## config.mk

```make
export PLATFORM = sky130hd
export DESIGN_NAME = umi_req_arbiter
export DESIGN_NICKNAME = d
export VERILOG_FILES = /design/src/rtl/umi_arb_pkg.sv /design/src/rtl/umi_arb_rr.sv /design/src/rtl/umi_req_arbiter.sv
export SDC_FILE = /design/constraint.sdc
export NUM_CORES = 1
export LEC_CHECK = 0
export CORE_AREA = 5 5 563 565
export DETAILED_ROUTE_END_ITERATION = 8
export DIE_AREA = 0 0 568 570
export GPL_ROUTABILITY_DRIVEN = 1
export SLEW_MARGIN = 10
export SYNTH_ARGS = -nofsm -noshare
export SYNTH_HDL_FRONTEND = slang
export SYNTH_SLANG_ARGS = --single-unit
```

## constraint.sdc

```tcl
create_clock -name clk -period 3.82 [get_ports clk]
set_input_delay 0.573 -clock clk [delete_from_list [all_inputs] [get_ports clk]]
set_output_delay 0.573 -clock clk [all_outputs]
set_load 0.005 [all_outputs]
```

## src/rtl/umi_arb_pkg.sv

```systemverilog
// Shared types and helpers for the UMI request arbiter.
// The watchdog is built only when UMI_ARB_TIMEOUT_EN is defined.
package umi_arb_pkg;

    typedef enum logic {
        IDLE   = 1'b0,
        LOCKED = 1'b1
    } arb_state_e;

    localparam int ARB_TIMEOUT_DEF = 255;
    localparam int ARB_MAX_N       = 16;

    // First set bit of valid at or above ptr, wrapping at n.
    function automatic logic [ARB_MAX_N-1:0] rr_pick(
        input logic [ARB_MAX_N-1:0] valid,
        input logic [3:0]           ptr,
        input int                   n
    );
        logic [ARB_MAX_N-1:0] s;
        logic                 hit;
        int                   idx;
        s   = '0;
        hit = 1'b0;
        for (int k = 0; k < ARB_MAX_N; k++) begin
            idx = (int'(ptr) + k) % n;
            if (k < n && !hit && valid[idx[3:0]]) begin
                s[idx[3:0]] = 1'b1;
                hit         = 1'b1;
            end
        end
        return s;
    endfunction

endpackage

```

## src/rtl/umi_arb_rr.sv

```systemverilog
// Combinational round-robin / fixed-priority picker, one-hot result.
// Fixed priority is a round-robin search that always starts at port 0.
module umi_arb_rr
    import umi_arb_pkg::*;
#(
    parameter int N = 4
) (
    input  logic [N-1:0]         valid_i,
    input  logic [$clog2(N)-1:0] ptr_i,
    input  logic                 mode_i,
    output logic [N-1:0]         sel_o
);

    logic [ARB_MAX_N-1:0] valid_ext;
    logic [ARB_MAX_N-1:0] pick_full;
    logic                 unused_pick;

    always_comb begin
        valid_ext          = '0;
        valid_ext[N-1:0]   = valid_i;
        pick_full = rr_pick(valid_ext, mode_i ? 4'd0 : 4'(ptr_i), N);
    end

    assign sel_o       = pick_full[N-1:0];
    assign unused_pick = |(pick_full >> N);

endmodule

```

## src/rtl/umi_req_arbiter.sv

```systemverilog
// N-to-1 UMI request arbiter with lock-until-EOM and registered output.
// Define UMI_ARB_TIMEOUT_EN to add the lock watchdog (TIMEOUT parameter).
module umi_req_arbiter
    import umi_arb_pkg::*;
#(
    parameter int N      = 4,
    parameter int CW     = 32,
    parameter int AW     = 64,
    parameter int DW     = 128,
    parameter int EOMBIT = 22
`ifdef UMI_ARB_TIMEOUT_EN
    ,
    parameter int TIMEOUT = ARB_TIMEOUT_DEF
`endif
) (
    input  logic                 clk,
    input  logic                 nreset,
    input  logic                 arb_mode,
    input  logic [N-1:0]         umi_in_valid,
    input  logic [N*CW-1:0]      umi_in_cmd,
    input  logic [N*AW-1:0]      umi_in_dstaddr,
    input  logic [N*AW-1:0]      umi_in_srcaddr,
    input  logic [N*DW-1:0]      umi_in_data,
    output logic [N-1:0]         umi_in_ready,
    output logic                 umi_out_valid,
    output logic [CW-1:0]        umi_out_cmd,
    output logic [AW-1:0]        umi_out_dstaddr,
    output logic [AW-1:0]        umi_out_srcaddr,
    output logic [DW-1:0]        umi_out_data,
    input  logic                 umi_out_ready,
    output logic [$clog2(N)-1:0] grant_id,
    output logic                 lock_timeout
);

    localparam int IW = $clog2(N);

    arb_state_e    state_q, state_d;
    logic [IW-1:0] owner_q, owner_d;
    logic [IW-1:0] rr_ptr_q, rr_ptr_d;
    logic [IW-1:0] grant_q;
    logic          out_valid_q;
    logic [CW-1:0] cmd_q;
    logic [AW-1:0] dst_q, src_q;
    logic [DW-1:0] data_q;

    logic [N-1:0]  pick, sel;
    logic [IW-1:0] xid;
    logic [CW-1:0] xcmd;
    logic [AW-1:0] xdst, xsrc;
    logic [DW-1:0] xdata;
    logic          load_en, xfer, eom;

    function automatic logic [IW-1:0] next_id(input logic [IW-1:0] id);
        return (id == IW'(N - 1)) ? '0 : id + 1'b1;
    endfunction

    umi_arb_rr #(.N(N)) u_rr (
        .valid_i (umi_in_valid),
        .ptr_i   (rr_ptr_q),
        .mode_i  (arb_mode),
        .sel_o   (pick)
    );

    assign load_en = !out_valid_q || umi_out_ready;

    always_comb begin
        sel = pick;
        if (state_q == LOCKED) begin
            sel          = '0;
            sel[owner_q] = 1'b1;
        end
        xid   = '0;
        xcmd  = '0;
        xdst  = '0;
        xsrc  = '0;
        xdata = '0;
        for (int i = 0; i < N; i++) begin
            if (sel[i]) begin
                xid   = IW'(i);
                xcmd  = umi_in_cmd[i*CW +: CW];
                xdst  = umi_in_dstaddr[i*AW +: AW];
                xsrc  = umi_in_srcaddr[i*AW +: AW];
                xdata = umi_in_data[i*DW +: DW];
            end
        end
    end

    assign umi_in_ready = load_en ? sel : '0;
    assign xfer         = |(umi_in_valid & umi_in_ready);
    assign eom          = xcmd[EOMBIT];

`ifdef UMI_ARB_TIMEOUT_EN
    logic [7:0] cnt_q, cnt_d;
    logic       to_q, to_d;
`endif

    always_comb begin
        state_d  = state_q;
        owner_d  = owner_q;
        rr_ptr_d = rr_ptr_q;
`ifdef UMI_ARB_TIMEOUT_EN
        cnt_d    = cnt_q;
        to_d     = 1'b0;
`endif
        unique case (state_q)
            IDLE: begin
`ifdef UMI_ARB_TIMEOUT_EN
                cnt_d = '0;
`endif
                if (xfer) begin
                    if (eom) begin
                        rr_ptr_d = next_id(xid);
                    end else begin
                        state_d = LOCKED;
                        owner_d = xid;
                    end
                end
            end
            LOCKED: begin
                if (xfer) begin
`ifdef UMI_ARB_TIMEOUT_EN
                    cnt_d = '0;
`endif
                    if (eom) begin
                        state_d  = IDLE;
                        rr_ptr_d = next_id(owner_q);
                    end
                end
`ifdef UMI_ARB_TIMEOUT_EN
                else if (!umi_in_valid[owner_q]) begin
                    cnt_d = cnt_q + 8'd1;
                    if (cnt_d == 8'(TIMEOUT)) begin
                        state_d  = IDLE;
                        rr_ptr_d = next_id(owner_q);
                        to_d     = 1'b1;
                        cnt_d    = '0;
                    end
                end
`endif
            end
            default: state_d = IDLE;
        endcase
    end

    always_ff @(posedge clk or negedge nreset) begin
        if (!nreset) begin
            state_q     <= IDLE;
            owner_q     <= '0;
            rr_ptr_q    <= '0;
            out_valid_q <= 1'b0;
            grant_q     <= '0;
            cmd_q       <= '0;
            dst_q       <= '0;
            src_q       <= '0;
            data_q      <= '0;
        end else begin
            state_q  <= state_d;
            owner_q  <= owner_d;
            rr_ptr_q <= rr_ptr_d;
            if (load_en) begin
                out_valid_q <= xfer;
                if (xfer) begin
                    grant_q <= xid;
                    cmd_q   <= xcmd;
                    dst_q   <= xdst;
                    src_q   <= xsrc;
                    data_q  <= xdata;
                end
            end
        end
    end

`ifdef UMI_ARB_TIMEOUT_EN
    always_ff @(posedge clk or negedge nreset) begin
        if (!nreset) begin
            cnt_q <= '0;
            to_q  <= 1'b0;
        end else begin
            cnt_q <= cnt_d;
            to_q  <= to_d;
        end
    end

    assign lock_timeout = to_q;
`else
    assign lock_timeout = 1'b0;
`endif

    assign umi_out_valid   = out_valid_q;
    assign umi_out_cmd     = cmd_q;
    assign umi_out_dstaddr = dst_q;
    assign umi_out_srcaddr = src_q;
    assign umi_out_data    = data_q;
    assign grant_id        = grant_q;

endmodule

```

==> impl_metrics.json <==
{
  "syn-mean-instance-area_um2": 8.50,
  "antenna_found_initial": 181,
  "fin_nets": 4913,
  "gp_congestion": 0.961,
  "grt_setup_unrepaired": "true",
  "cp.depth": 19,
  "fin_worst_skew_ns": 0.0614,
  "fill_cells": 35300,
  "cp-startpoint": "rr_ptr_q[1]",
  "hpwl_mm": 219,
  "cpMaxStageDelayCell": "dfrtp_1",
  "drtIter0Drc": 1888,
  "worst_slack_ns": -0.0887,
  "final_area_mm2": 0.0443,
  "synth-seq-area-share_pct": 41.8,
  "vias": 26800,
  "violations": "negative setup slack",
  "final_cell_mix": "clkdlybuf4s50_1 (1444), a21oi_1 (297), dfrtp_1 (296), a221o_1 (282), buf_4 (215)",
  "dpl-instance-area_mm2": 0.0394,
  "holdCritPathClass": "in -> reg",
  "clockBufferDepth": 3,
  "cts_tree": "built",
  "slew_violations": 0,
  "layout-drive-gt1-share_pct": 17.0,
  "via_per_inst": 3.36,
  "cp_data_required_time_ns": 4.42,
  "start_util_pct": 5.70,
  "ant_nets": 0,
  "top_layer": "met5",
  "fin_crit_ns": 3.91,
  "drcViolationCount": 0,
  "netlist_area_mm2": 0.0177,
  "utilization_pct": 14.3,
  "dr.pass1.iters": 5,
  "async_flop_share_pct": 100,
  "grt_first_pass_wirelength_mm": 300,
  "io_pins": 1456,
  "wl_per_cell_um": 32.7,
  "area_growth_pct": 150,
  "outcome": "finished with violations",
  "end_kind": "register",
  "wl_met1_mm": 90.1,
  "grt_util_all_layers_pct": 14.4,
  "met2_length_mm": 126,
  "ctsRootBufferMaster": "clkbuf_16",
  "critPathMaxFanout": 11,
  "numPortBuffers": 1454,
  "die_h_um": 570,
  "finalSetupViolCount": 20,
  "peakVddDrop_mv": 0.575,
  "ys_types": 52,
  "dieWidth_um": 568,
  "relSlewSlack_pct": 38.4,
  "leakagePower_nw": 15.9,
  "die-area_mm2": 0.324,
  "synth_cells": 2085,
  "maxCapViolCount": 0,
  "hold_violations": 0,
  "cts_sinks": 296,
  "power_density_mw_per_mm2": 1070,
  "worstSkewPairLatency_ns": 0.72,
  "worst_ep_arrival_time_ns": 4.51,
  "htreeDepth": 2,
  "reg2reg_from": "rr_ptr_q[1]",
  "fmax_mhz": 256,
  "crit_path_frequent_cell": "buf_4",
  "ys_seq_elements": 296,
  "synth_edf_count": 0,
  "fin_tns_setup_ns": -0.530,
  "synth.yosys.warnings": 0,
  "synth_ff_type": "dfrtp_1",
  "holdPathStages": 3,
  "period_share_pct": 102,
  "wl_met3_mm": 29.0,
  "crit_type": "reg -> reg",
  "grt_max_degree": 70,
  "wl_mm": 261,
  "final_common_cell": "clkdlybuf4s50_1",
  "core-area_mm2": 0.311,
  "synthesis.nets": 3257,
  "path_clk_slew_ns": 0.06,
  "startpoint_type": "register",
  "grt_overflow_total": 0,
  "ff2ff_path_depth": 19,
  "min_from": "umi_in_dstaddr[215]",
  "slowest_delay_ns": 0.39,
  "cpLargestDelayFamily": "compound AO/OA/AOI/OAI gates",
  "crit_path_cell_trace": "and2b_2 > ha_4 > nor4bb_2 > o211ai_1 > buf_4 > a21boi_2 > a2111oi_4 > buf_4 > buf_4 > buf_12 > a21boi_4 > a222oi_1 > buf_4 > a21o_4 > buf_12 > buf_12 > buf_16 > a21oi_2 > a21oi_1",
  "tightestPinTransition_ns": 0.921,
  "crit_buf_inv": 8,
  "grt_pass1_vias": 25800,
  "num_rows": 205,
  "numCtsBuffers": 47
}
## path summary, 6_finish.rpt
path | endpoint | slack, ns
max in group asynchronous | umi_out_cmd[10] | 2.40
min in group asynchronous | umi_out_dstaddr[63] | 0.50
setup / recovery | umi_out_cmd[7] | -0.09
setup reg to reg | umi_out_cmd[7] | -0.09
hold reg to reg | umi_out_srcaddr[52] | 0.47
hold / removal | umi_out_dstaddr[23] | 0.46
## repair_timing
item                                    CTS  global route
hold endpoints to repair                 58             0
hold buffers                              1             0
endpoints found under the setup margin  119           167
setup buffers                            14            59
pin swaps                                13           166
gates cloned                              1            60
resized for setup                        46           247
## worst reg2reg max path, stage by stage, from the launching register on
cell and delay [ns]:
dfrtp_1 0.39, and2b_2 0.25, ha_4 0.32, nor4bb_2 0.29, o211ai_1 0.11, buf_4 0.16, a21boi_2 0.18, a2111oi_4 0.06
buf_4 0.17, buf_4 0.14, buf_12 0.12, a21boi_4 0.14, a222oi_1 0.10, buf_4 0.16, a21o_4 0.26, buf_12 0.17
buf_12 0.16, buf_16 0.17, a21oi_2 0.30, a21oi_1 0.12
## report_power, final
part	total, mW	switching (mW)	internal, mW	leakage [nW]
registers	6.02	1.14	4.88	3.55
clock network	5.13	2.15	2.97	0.838
logic	36.5	20.2	16.2	11.5
## layer usage
metal / GRT usage, % / up-vias
met2: 25.0 / 1802
met1: 14.6 / 12900
met4: 6.52 / 82
li1: - / 11500
met5: 0 / -
met3: 6.85 / 602
## synthesized netlist by cell type (all sizes together) (3+ instances only)
library cell | number | area share, %
dfrtp | 296 | 42
ha | 12 | 0.85
buf | 62 | 1.7
mux2i | 4 | 0.23
o21ai | 377 | 11
nand2b | 5 | 0.19
o211ai | 103 | 4.4
nand4 | 3 | 0.11
nand2 | 202 | 4.3
nor4bb | 4 | 0.23
inv | 7 | 0.15
nor2 | 113 | 2.4
a21boi | 3 | 0.13
a21oi | 395 | 11
nor2b | 5 | 0.18
a221o | 287 | 16
clkbuf | 174 | 3.7
## state kept, by name, indices dropped and copies added (netlist names)
| name | flops |
|---|---|
| owner_q | 2 |
| umi_out_srcaddr | 64 |
| umi_out_cmd | 32 |
| umi_out_data | 128 |
| umi_out_valid | 1 |
| state_q | 1 |
| grant_id | 2 |
| umi_out_dstaddr | 64 |
| rr_ptr_q | 2 |
## final cells by class
class                   instances  area, um2  share of cell area, %
clock buffers                  58       1290                   2.91
well taps                    4140       5180                   11.7
multi-input cells            1546      10100                   22.8
inverters                       7       26.3                 0.0593
diodes                         72        180                  0.407
clock inverters                28        435                  0.983
flip-flops and latches        296       7410                   16.7
repair buffers               1843      19700                   44.4
## logic make-up after synthesis
logic type / synth area share (%)
AOI/OAI and AO/OA: 43.6
adders and majority gates: 0.847
buffers and inverters: 5.57
DFF: 41.8
muxes: 0.353
other: 0.0212
and+or+nand+nor: 7.81
## through the flow
stage	worst slack, ns	hold slack [ns]	total power [mW]	cells
floorplan	0.196	0.277	18.1	2085
global placement	-0.885	0.451	37.0	7711
detailed placement	-0.891	0.475	37.0	7711
CTS	-0.121	0.361	42.8	7813
global route	-0.198	0.430	50.5	7975
finish	-0.0887	0.464	47.6	7990
(Power assumes the default switching activity.)
